==> config.mk <==
export PLATFORM = sky130hd
export DESIGN_NAME = coprosit_issue_ctrl
export DESIGN_NICKNAME = d
export VERILOG_FILES = /design/src/rtl/coprosit_issue_ctrl.sv
export SDC_FILE = /design/constraint.sdc
export NUM_CORES = 1
export LEC_CHECK = 0
export ABC_AREA = 1
export CAP_MARGIN = 20
export CORE_UTILIZATION = 40
export DETAILED_ROUTE_END_ITERATION = 8
export PLACE_DENSITY = 0.58
export SETUP_SLACK_MARGIN = 0.2
export SLEW_MARGIN = 5
export SYNTH_ARGS = -nofsm -noshare
export SYNTH_HDL_FRONTEND = slang
export SYNTH_SLANG_ARGS = --single-unit
export TNS_END_PERCENT = 1
==> constraint.sdc <==
create_clock -name clk_i -period 3.1 [get_ports clk_i]
set_input_delay 0.62 -clock clk_i [delete_from_list [all_inputs] [get_ports clk_i]]
set_output_delay 0.62 -clock clk_i [all_outputs]
set_load 0.05 [all_outputs]
==> src/rtl/coprosit_issue_ctrl.sv <==
// coprosit_issue_ctrl
// Issue and scoreboard controller for the coprosit coprocessor. Takes the
// instruction at the input-buffer head and either dispatches it to the
// pipelined execution unit or to the memory interface, or discards it when it
// has been killed. A per-register scoreboard tracks outstanding posit writes.
// Optional bypass paths let a dependent instruction issue in the same cycle
// its operand is written back. The single register-file write port is shared
// by load responses (priority) and execution results.
//
// Ports
//   clk_i, rst_ni                  clock, async active-low reset
//   in_buf_pop_*, id_i, rs_i,      input-buffer head and its decoded fields
//   rs_used_i, rd_i, rd_is_pos_i,
//   is_load_i, is_store_i
//   commit_*                       commit / kill notification per id
//   ex_in_*                        execution-unit issue handshake
//   ex_out_*                       execution-unit result handshake
//   mem_req_*, mem_rsp_*           memory request / load response
//   posr_we_o, posr_waddr_o        posit register-file write port
//   fwd_sel_o                      per operand: 0 regfile, 1 ex bypass, 2 mem bypass
//   result_hs_i, result_id_i       result transaction finished for an id
//   drop_o                         killed head discarded this cycle
//   inflight_o                     instructions inside the execution unit
//
// Handshakes: a transfer happens in a cycle where valid and ready are both
// high. A valid output is never a function of its own ready input; ready
// outputs may look at the matching valid.
module coprosit_issue_ctrl #(
  parameter int unsigned NUM_RS       = 2,
  parameter int unsigned NUM_REGS     = 32,
  parameter int unsigned ID_WIDTH     = 4,
  parameter int unsigned MAX_INFLIGHT = 4,
  parameter int unsigned FORWARDING   = 1,
  localparam int unsigned RW = $clog2(NUM_REGS),
  localparam int unsigned CW = $clog2(MAX_INFLIGHT + 1)
) (
  input  logic                   clk_i,
  input  logic                   rst_ni,
  input  logic                   in_buf_pop_valid_i,
  output logic                   in_buf_pop_ready_o,
  input  logic [ID_WIDTH-1:0]    id_i,
  input  logic [NUM_RS*RW-1:0]   rs_i,
  input  logic [NUM_RS-1:0]      rs_used_i,
  input  logic [RW-1:0]          rd_i,
  input  logic                   rd_is_pos_i,
  input  logic                   is_load_i,
  input  logic                   is_store_i,
  input  logic                   commit_valid_i,
  input  logic [ID_WIDTH-1:0]    commit_id_i,
  input  logic                   commit_kill_i,
  output logic                   ex_in_valid_o,
  input  logic                   ex_in_ready_i,
  input  logic                   ex_out_valid_i,
  output logic                   ex_out_ready_o,
  input  logic [RW-1:0]          ex_out_rd_i,
  input  logic                   ex_out_we_i,
  output logic                   mem_req_valid_o,
  input  logic                   mem_req_ready_i,
  output logic                   mem_req_we_o,
  input  logic                   mem_rsp_valid_i,
  input  logic [RW-1:0]          mem_rsp_rd_i,
  input  logic                   mem_rsp_we_i,
  output logic                   posr_we_o,
  output logic [RW-1:0]          posr_waddr_o,
  output logic [NUM_RS*2-1:0]    fwd_sel_o,
  input  logic                   result_hs_i,
  input  logic [ID_WIDTH-1:0]    result_id_i,
  output logic                   drop_o,
  output logic [CW-1:0]          inflight_o
);

  localparam int unsigned NIDS = 2 ** ID_WIDTH;
  localparam logic [CW-1:0] MAX_CNT = CW'(MAX_INFLIGHT);

  logic [NUM_REGS-1:0]         rd_sb_q, rd_sb_d;
  logic [NIDS-1:0]             cmt_q, cmt_d;
  logic [NIDS-1:0]             kill_q, kill_d, kill_nxt;
  logic [CW-1:0]               cnt_q, cnt_d;
  logic [NUM_RS-1:0][RW-1:0]   rs;
  logic [NUM_RS-1:0][1:0]      fwd_sel;
  logic ex_out_hs, ex_in_hs, mem_req_hs;
  logic mem_wr, ex_wr;
  logic head_killed, head_ok, is_mem;
  logic dep_rs, dep_rd, sb_set;

  assign rs = rs_i;

  // Commit/result bookkeeping; the *_d values are what the head sees this
  // cycle, so a commit arriving with the head lets it issue immediately.
  // A result clear wins over a same-cycle commit of the same id.
  always_comb begin
    cmt_d  = cmt_q;
    kill_d = kill_q;
    if (commit_valid_i) begin
      if (commit_kill_i) kill_d[commit_id_i] = 1'b1;
      else               cmt_d[commit_id_i]  = 1'b1;
    end
    if (result_hs_i) cmt_d[result_id_i] = 1'b0;
  end

  // Writeback arbitration: a load response always takes the port, so the
  // execution unit is back-pressured whenever one is present.
  assign ex_out_ready_o = ~mem_rsp_valid_i;
  assign ex_out_hs      = ex_out_valid_i & ex_out_ready_o;
  assign mem_wr         = mem_rsp_valid_i & mem_rsp_we_i;
  assign ex_wr          = ex_out_hs & ex_out_we_i;
  assign posr_we_o      = mem_wr | ex_wr;
  assign posr_waddr_o   = mem_wr ? mem_rsp_rd_i : ex_out_rd_i;

  // Operand bypass selection and read-after-write hazard detection. An
  // operand whose pending write is being bypassed no longer blocks issue.
  always_comb begin
    fwd_sel = '0;
    dep_rs  = 1'b0;
    for (int k = 0; k < NUM_RS; k++) begin
      if (rs_used_i[k]) begin
        if (FORWARDING != 0) begin
          if (ex_wr && (rs[k] == ex_out_rd_i))        fwd_sel[k] = 2'd1;
          else if (mem_wr && (rs[k] == mem_rsp_rd_i)) fwd_sel[k] = 2'd2;
        end
        if (rd_sb_q[rs[k]] && (fwd_sel[k] == 2'd0)) dep_rs = 1'b1;
      end
    end
  end

  assign fwd_sel_o = fwd_sel;

  // WAW: a pending write to the same destination stalls, unless it retires
  // this very cycle (the new writer then re-arms the scoreboard bit).
  assign dep_rd = rd_is_pos_i & rd_sb_q[rd_i] &
                  ~(posr_we_o & (posr_waddr_o == rd_i));

  assign head_killed = in_buf_pop_valid_i & kill_d[id_i];
  assign head_ok     = in_buf_pop_valid_i & ~kill_d[id_i] & cmt_d[id_i] &
                       ~dep_rs & ~dep_rd;
  assign is_mem      = is_load_i | is_store_i;

  // A full execution pipe still accepts when one result leaves this cycle.
  assign ex_in_valid_o   = head_ok & ~is_mem & ((cnt_q < MAX_CNT) | ex_out_hs);
  assign mem_req_valid_o = head_ok & is_mem;
  assign mem_req_we_o    = is_store_i;
  assign ex_in_hs        = ex_in_valid_o & ex_in_ready_i;
  assign mem_req_hs      = mem_req_valid_o & mem_req_ready_i;

  assign in_buf_pop_ready_o = head_killed | ex_in_hs | mem_req_hs;
  assign drop_o             = head_killed;
  assign inflight_o         = cnt_q;

  always_comb begin
    kill_nxt = kill_d;
    if (head_killed) kill_nxt[id_i] = 1'b0;
  end

  // Scoreboard: clear on writeback first, then set, so a same-cycle set of
  // the same register is kept.
  assign sb_set = (ex_in_hs & rd_is_pos_i) | (mem_req_hs & is_load_i);

  always_comb begin
    rd_sb_d = rd_sb_q;
    if (posr_we_o) rd_sb_d[posr_waddr_o] = 1'b0;
    if (sb_set)    rd_sb_d[rd_i]         = 1'b1;
  end

  always_comb begin
    cnt_d = cnt_q;
    unique case ({ex_in_hs, ex_out_hs})
      2'b10:   cnt_d = cnt_q + CW'(1);
      2'b01:   if (cnt_q != '0) cnt_d = cnt_q - CW'(1);
      default: cnt_d = cnt_q;
    endcase
  end

  always_ff @(posedge clk_i or negedge rst_ni) begin
    if (!rst_ni) begin
      rd_sb_q <= '0;
      cmt_q   <= '0;
      kill_q  <= '0;
      cnt_q   <= '0;
    end else begin
      rd_sb_q <= rd_sb_d;
      cmt_q   <= cmt_d;
      kill_q  <= kill_nxt;
      cnt_q   <= cnt_d;
    end
  end

  // A result from an empty execution unit is an upstream protocol error.
  a_no_result_when_empty: assert property (
    @(posedge clk_i) disable iff (!rst_ni) ex_out_valid_i |-> (cnt_q != '0));

endmodule

# Word-level counts from Yosys, hierarchy flattened
# Cells that the tools add are included.
[op_classes] add_sub_neg=2 magnitude_cmp=13 n_eq_ne=8 n_mux=43 n_bitwise=39 reduce_logical=16
[ops] cell="$mux W16" n=6
[ops] cell="$mux W32" n=2
[ops] cell="$and A16 B16 Y16" n=2
[ops] cell="$and A32 B32 Y32" n=1
[ops] cell="$not A16 Y16" n=2
[ops] cell="$not A32 Y32" n=1
[ops] cell="$or A16 B16 Y16" n=2
[ops] cell="$or A32 B32 Y32" n=1
[ops] cell="$eq A5 B5 Y1" n=5
[ops] cell="$lt A5 B6 Y1 const B" n=4
[ops] cell="$and A1 B1 Y1" n=18
[ops] cell="$mux W2" n=8
[ops] cell="$bmux W1 S5" n=3
[ops] cell="$lt A4 B5 Y1 const B" n=3
[ops] cell="$mux W1" n=14
[ops] cell="$demux W1 S4" n=3
[ops] cell="$ge A4 B1 Y1 const B" n=3
[ops] cell="$logic_and A1 B1 Y1" n=11
[ops] cell="$demux W1 S5" n=2
[ops] cell="$ge A5 B1 Y1 const B" n=2
[ops] cell="$bmux W1 S4" n=2
[ops] cell="$not A1 Y1" n=6
[ops] cell="$or A1 B1 Y1" n=6
[ops] cell="$pmux W3 S2" n=1
[ops] cell="other kinds (12)" n=13
[word_totals] reg_bits=67 input_bits=54 out_inout_bits=19 wordCells=125

# Logic depth before layout (Yosys ltp)
[logic_depth] word_depth=21 mapped_depth=20 depth_no_buf=20

# Worst setup path after synthesis
# OpenSTA, ideal clock, no wires.
[synth_path] kind="input port to output port" start="input mem_rsp_valid_i" end="output in_buf_pop_ready_o" t_arrival_ns=2.900 required_time_ns=2.480 path_slack_ns=-0.420 path_stages=13 n_path_buf=1 path_cell_list="buf_6 -> nand2_2 -> o21ai_2 -> o21ai_0 -> nor2_1 -> a21boi_1 -> nand2_1 -> nand3_1 -> inv_1 -> nand2_1 -> nor3_4 -> nand2_1 -> nand3_1"
[synth_via] word_cells_on_any_way=40 cone_classes="eq/ne (1); mux (11); bitwise (20); reduce/logical (8)"
[synth_rtl] item="start, declared" line_no="60" text="input logic mem_rsp_valid_i,"
[synth_rtl] item="$and A1 B1 Y1" line_no="105" text="assign mem_wr = mem_rsp_valid_i & mem_rsp_we_i;"
[synth_rtl] item="$mux W5" line_no="108" text="assign posr_waddr_o = mem_wr ? mem_rsp_rd_i : ex_out_rd_i;"
[synth_rtl] item="named net posr_waddr_o[3]" line_no="64" text="output logic [RW-1:0] posr_waddr_o,"
[synth_rtl] item="$eq A5 B5 Y1" line_no="131" text="~(posr_we_o & (posr_waddr_o == rd_i));"
[synth_rtl] item="$and A1 B1 Y1" line_no="131"
[synth_rtl] item="$not A1 Y1" line_no="131"
[synth_rtl] item="$and A1 B1 Y1" line_no="130" text="assign dep_rd = rd_is_pos_i & rd_sb_q[rd_i] &"
[synth_rtl] item="$not A1 Y1" line_no="135" text="~dep_rs & ~dep_rd;"
[synth_rtl] item="$and A1 B1 Y1" line_no="135"
[synth_rtl] item="$and A1 B1 Y1" line_no="140" text="assign mem_req_valid_o = head_ok & is_mem;"
[synth_rtl] item="named net mem_req_valid_o" line_no="57" text="output logic mem_req_valid_o,"
[synth_rtl] item="$and A1 B1 Y1" line_no="143" text="assign mem_req_hs = mem_req_valid_o & mem_req_ready_i;"
[synth_rtl] item="$or A1 B1 Y1" line_no="145" text="assign in_buf_pop_ready_o = head_killed | ex_in_hs | mem_req_hs;"
[synth_rtl] item="end, declared" line_no="40" text="output logic in_buf_pop_ready_o,"
# The timed path passes the listed nets, and every way through them passes these cells. The select of a mux whose other input is x is not followed.

# Worst setup path after layout
[layout_path] start="input mem_rsp_rd_i[1]" end="output in_buf_pop_ready_o"
[layout_via] elab_chain_len=19 word_cells_on_any_way=34 cone_classes="eq/ne (3); mux (11); bitwise (14); reduce/logical (6)"
[layout_lines] item="start, declared" line_no="61" text="input logic [RW-1:0] mem_rsp_rd_i,"
[layout_lines] item="$eq A5 B5 Y1" line_no="119" text="else if (mem_wr && (rs[k] == mem_rsp_rd_i)) fwd_sel[k] = 2'd2;"
[layout_lines] item="$logic_and A1 B1 Y1" line_no="119"
[layout_lines] item="$mux W2" line_no="119"
[layout_lines] item="$mux W2" line_no="118" text="if (ex_wr && (rs[k] == ex_out_rd_i)) fwd_sel[k] = 2'd1;"
[layout_lines] item="$mux W2" line_no="116" text="if (rs_used_i[k]) begin"
[layout_lines] item="$logic_not A2 Y1" line_no="121" text="if (rd_sb_q[rs[k]] && (fwd_sel[k] == 2'd0)) dep_rs = 1'b1;"
[layout_lines] item="$logic_and A1 B1 Y1" line_no="121"
[layout_lines] item="$mux W1" line_no="121"
[layout_lines] item="[... 2 more ...]"
[layout_lines] item="$mux W1" line_no="116"
[layout_lines] item="$not A1 Y1" line_no="135"
[layout_lines] item="$and A1 B1 Y1" line_no="134" text="assign head_ok = in_buf_pop_valid_i & ~kill_d[id_i] & cmt_d[id_i] &"
[layout_lines] item="$and A1 B1 Y1 (*)" line_no="135"
[layout_lines] item="$and A1 B1 Y1 (2 in a row)" line_no="139" text="assign ex_in_valid_o = head_ok & ~is_mem & ((cnt_q < MAX_CNT) | ex_out_hs);"
[layout_lines] item="$and A1 B1 Y1" line_no="142" text="assign ex_in_hs = ex_in_valid_o & ex_in_ready_i;"
[layout_lines] item="$or A1 B1 Y1" line_no="145"
[layout_lines] item="$or A1 B1 Y1 (*)" line_no="145"
# Every way passes the cells marked *; elsewhere a longest branch is shown, timed or not. The select of a mux whose other input is x is not followed.

==> metrics.txt <==
routed vias=just under 7,000; final period utilization=0.9693; area share of the largest cell type after synthesis=0.3100; Total GRT Usage=0.3143; Yosys reg bits=67; crit-path max FO=3; Critical path origin=mem_rsp_rd_i[1]; Area Growth Syn to Fin=56.37%; final setup vio count=0; Worst-path clk slew=about 0.060 ns; Worst path max stage delay=0.25 ns; Synth Area in Compound Gates=0.1511; Worst R2R End=inflight_o[1]; cts bufs inserted=9; post-synthesis cell area=about 0.0054 sq mm; clk sinks=67; CORE AREA=0.01319 sq mm; Pins Over Slew Limit=0; antenna cells=0; Synth Area in Simple Gates=0.4032; post-route ant nets=0; min cycle time layout=3.005 ns; Die Area=~0.014 sq mm; Max Cap Viol=0; sequential fraction of the synthesis area=0.3100; clk root buf=clkbuf_16; largest family of logic cells by synthesized area=simple AND/OR/NAND/NOR gates; Starting DRT DRC Count=between 400 and 500; HP Class=in2async; mux cell area share after synthesis=0; syn_area_per_cell=approximately 6.2 sq um; CP Data Required Time=between 2 and 2.5 ns; Leak=between 4 and 5 nW; worst slew pin tran=about 0.9 ns; main flop type after synthesis=dfrtp_1; final wirelength=approximately 21 mm; FF-to-FF path depth=19; synth top area cells=dfrtp_1 (31%), nand2_1 (19%), nand3_1 (9.3%); status=completed; global-route wire length before repair=34.11 mm; number of enable flip-flop cells after synthesis=0; # IOs=73; total grt overflow=0; kind of critical path=in2out; Synth cell types=38; buffer and inverter count on the worst path=5; drt drc=0; DIE HEIGHT=118.3 um; syn nets=a little over 900; CTS max path bufs=2; Max IR drop VDD=about 0.26 mV; via/cell ratio=5.235; critical path, cell by cell=dlygate4sd2_1 -> buf_4 -> inv_1 -> o22ai_1 -> a21oi_1 -> nand2_1 -> nor2_2 -> nor2_2 -> nand2_1 -> nand2_2 -> buf_6 -> nor3_4 -> nand2_2 -> nand3_4 -> buf_12; die width=~120 um; fmax=0.3328 GHz; FP Rows=42; Placed Instances=roughly 1,200; CTS Hold Bufs=0; CTS tree=built; Startpoint Class=primary input; largest net degree at the start of global routing=a little under 70; htree depth=3; Nets=roughly 1,200; Avg WL per Cell=16.32 um; Max-slew headroom=0.3980; CP endpoint kind=output port; RSZ-0062 raised after global routing=yes; Ys Warns=0; Final Instance Count excl. Fillers=1,293; Setup Skew=just under 0.008 ns; routability cong.=0.9351; Finished Core Util=0.6412; area leader, netlist=dfrtp_1; WP data arrival=2.38 ns; delay-heaviest family, CP=simple AND/OR/NAND/NOR gates; share of cells above drive strength 1=0.3259; Initial Util=0.4101; antenna violations before repair=0; Fin. Hold Viols=0; Pwr Total=roughly 3.4 mW; clock latency at the later pin of the worst-skew pair=roughly 0.35 ns; XOR/XNOR share of the synthesized area=0.008096; PwrDens=~410 mW/mm^2; r2r setup slk=0.32 ns; Synth async-reset ratio=1.000; Cells after Synth=slightly below 900; Post-Synth Adder-Cell Area=0.003701; critical path's slowest cell=dlygate4sd2_1; PortBufs=72; number of global-route vias before repair=6,803; First-pass DRT Iterations=5; hpwl dp=approximately 16 mm; R2R Path Start=rd_sb_q[9]
## flip-flops by register name, indices dropped and copies added, names as in the netlist
name	cells
rd_sb_q	32
inflight_o	3
kill_q	16
cmt_q	16
## where the power goes
group,total (mW),internal [mW],switching [mW]
sequential,1.11,1.03,0.0796
clock,0.978,0.548,0.430
combinational,1.36,0.584,0.772
## Yosys cell counts (2+ instances only)
| master | n |
|---|---|
| inv_2 | 3 |
| nand4_1 | 9 |
| buf_6 | 5 |
| buf_2 | 12 |
| a21oi_1 | 25 |
| nor2_4 | 2 |
| nor3_1 | 11 |
| nand2_1 | 278 |
| o2111ai_1 | 2 |
| nand2_2 | 4 |
| nand3_1 | 100 |
| dfrtp_1 | 67 |
| o21ai_0 | 60 |
| xor2_1 | 3 |
| xnor2_1 | 2 |
| a21boi_0 | 10 |
| clkbuf_1 | 2 |
| inv_1 | 129 |
| o21bai_1 | 11 |
| buf_4 | 3 |
| nor2_2 | 6 |
| o22ai_1 | 9 |
| nor2_1 | 81 |
| o211ai_1 | 10 |
| nand3_2 | 8 |
| a31oi_1 | 6 |
| nand3b_1 | 2 |
| o21ai_1 | 4 |
## metal layers
layer  global-route usage  routed length [um]  vias up
met5                    0                   0        -
met1               0.3695                8380     3157
met2               0.5607               10870      263
li1                     -                   -     3284
met3              0.03716                1040       65
met4               0.1611                 816        0
## area by class of cell
type / count / area, sq um
inverters: 133 / 520.5
repair inverters: 1 / 6.256
multi-input cells: 652 / 3551
repair buffers: 248 / 2206
well taps: 176 / 220.2
flip-flops and latches: 67 / 1677
fillers: 1223 / 4732
clock inverters: 6 / 48.80
clock buffers: 10 / 229.0
## layout by cell type (no fill, tap or decap), types with 9 or more instances in the layout
cell,Yosys,routed
buf_12,1,16
nor2_4,2,13
buf_6,5,26
inv_1,129,108
nand3_2,8,20
nand3_1,100,84
inv_2,3,19
a21boi_0,10,10
nand2_1,278,241
a21oi_1,25,21
o21bai_1,11,11
o21ai_0,60,54
o22ai_1,9,9
nor2_2,6,12
clkbuf_16,0,9
buf_4,3,154
clkdlybuf4s50_1,0,13
nand2_2,4,25
nand2_4,1,17
nor2_1,81,64
dfrtp_1,67,67
nand4_1,9,9
o211ai_1,10,10
dlygate4sd2_1,0,16
## timing repair
item                                   4_1_cts  5_1_grt
gates cloned                                 3        0
setup endpoints to repair                   42       10
setup buffers                               34        4
gates resized for setup                    198       87
endpoints found under the hold margin        0        0
pin swaps                                   50       54
## per-stage QoR
step	setup TNS, ns	setup WS (ns)	hold slack (ns)	area [sq um]
after global routing	-0.07582	-0.03421	0.5403	8458
after global placement	-10.01	-0.4629	0.4858	7411
after floorplan	-0.1126	-0.1126	0.3244	5472
final	0	0.09503	0.4523	8458
after CTS	0	0.1101	0.4997	8213
after detailed placement	-12.51	-0.5283	0.4997	7411
## worst max-delay path by stage
stage,slack [ns],endpoint,cells past startpoint
5_1_grt,-0.03,in_buf_pop_ready_o,13
2_1_floorplan,-0.11,in_buf_pop_ready_o,13
3_5_place_dp,-0.53,in_buf_pop_ready_o,16
4_1_cts,0.11,in_buf_pop_ready_o,17
3_3_place_gp,-0.46,in_buf_pop_ready_o,16
6_report,0.1,in_buf_pop_ready_o,15
## kinds of logic (layout without fill, tap and decap cells)
| logic type | Yosys count | in the layout |
|---|---|---|
| and+or+nand+nor | 505 | 506 |
| buffers and inverters | 156 | 398 |
| AOI/OAI and AO/OA | 140 | 140 |
| DFF | 67 | 67 |
| xor gates and xnor gates | 5 | 5 |
| adders and majority gates | 1 | 1 |
Power figures use the tool's default switching activity.
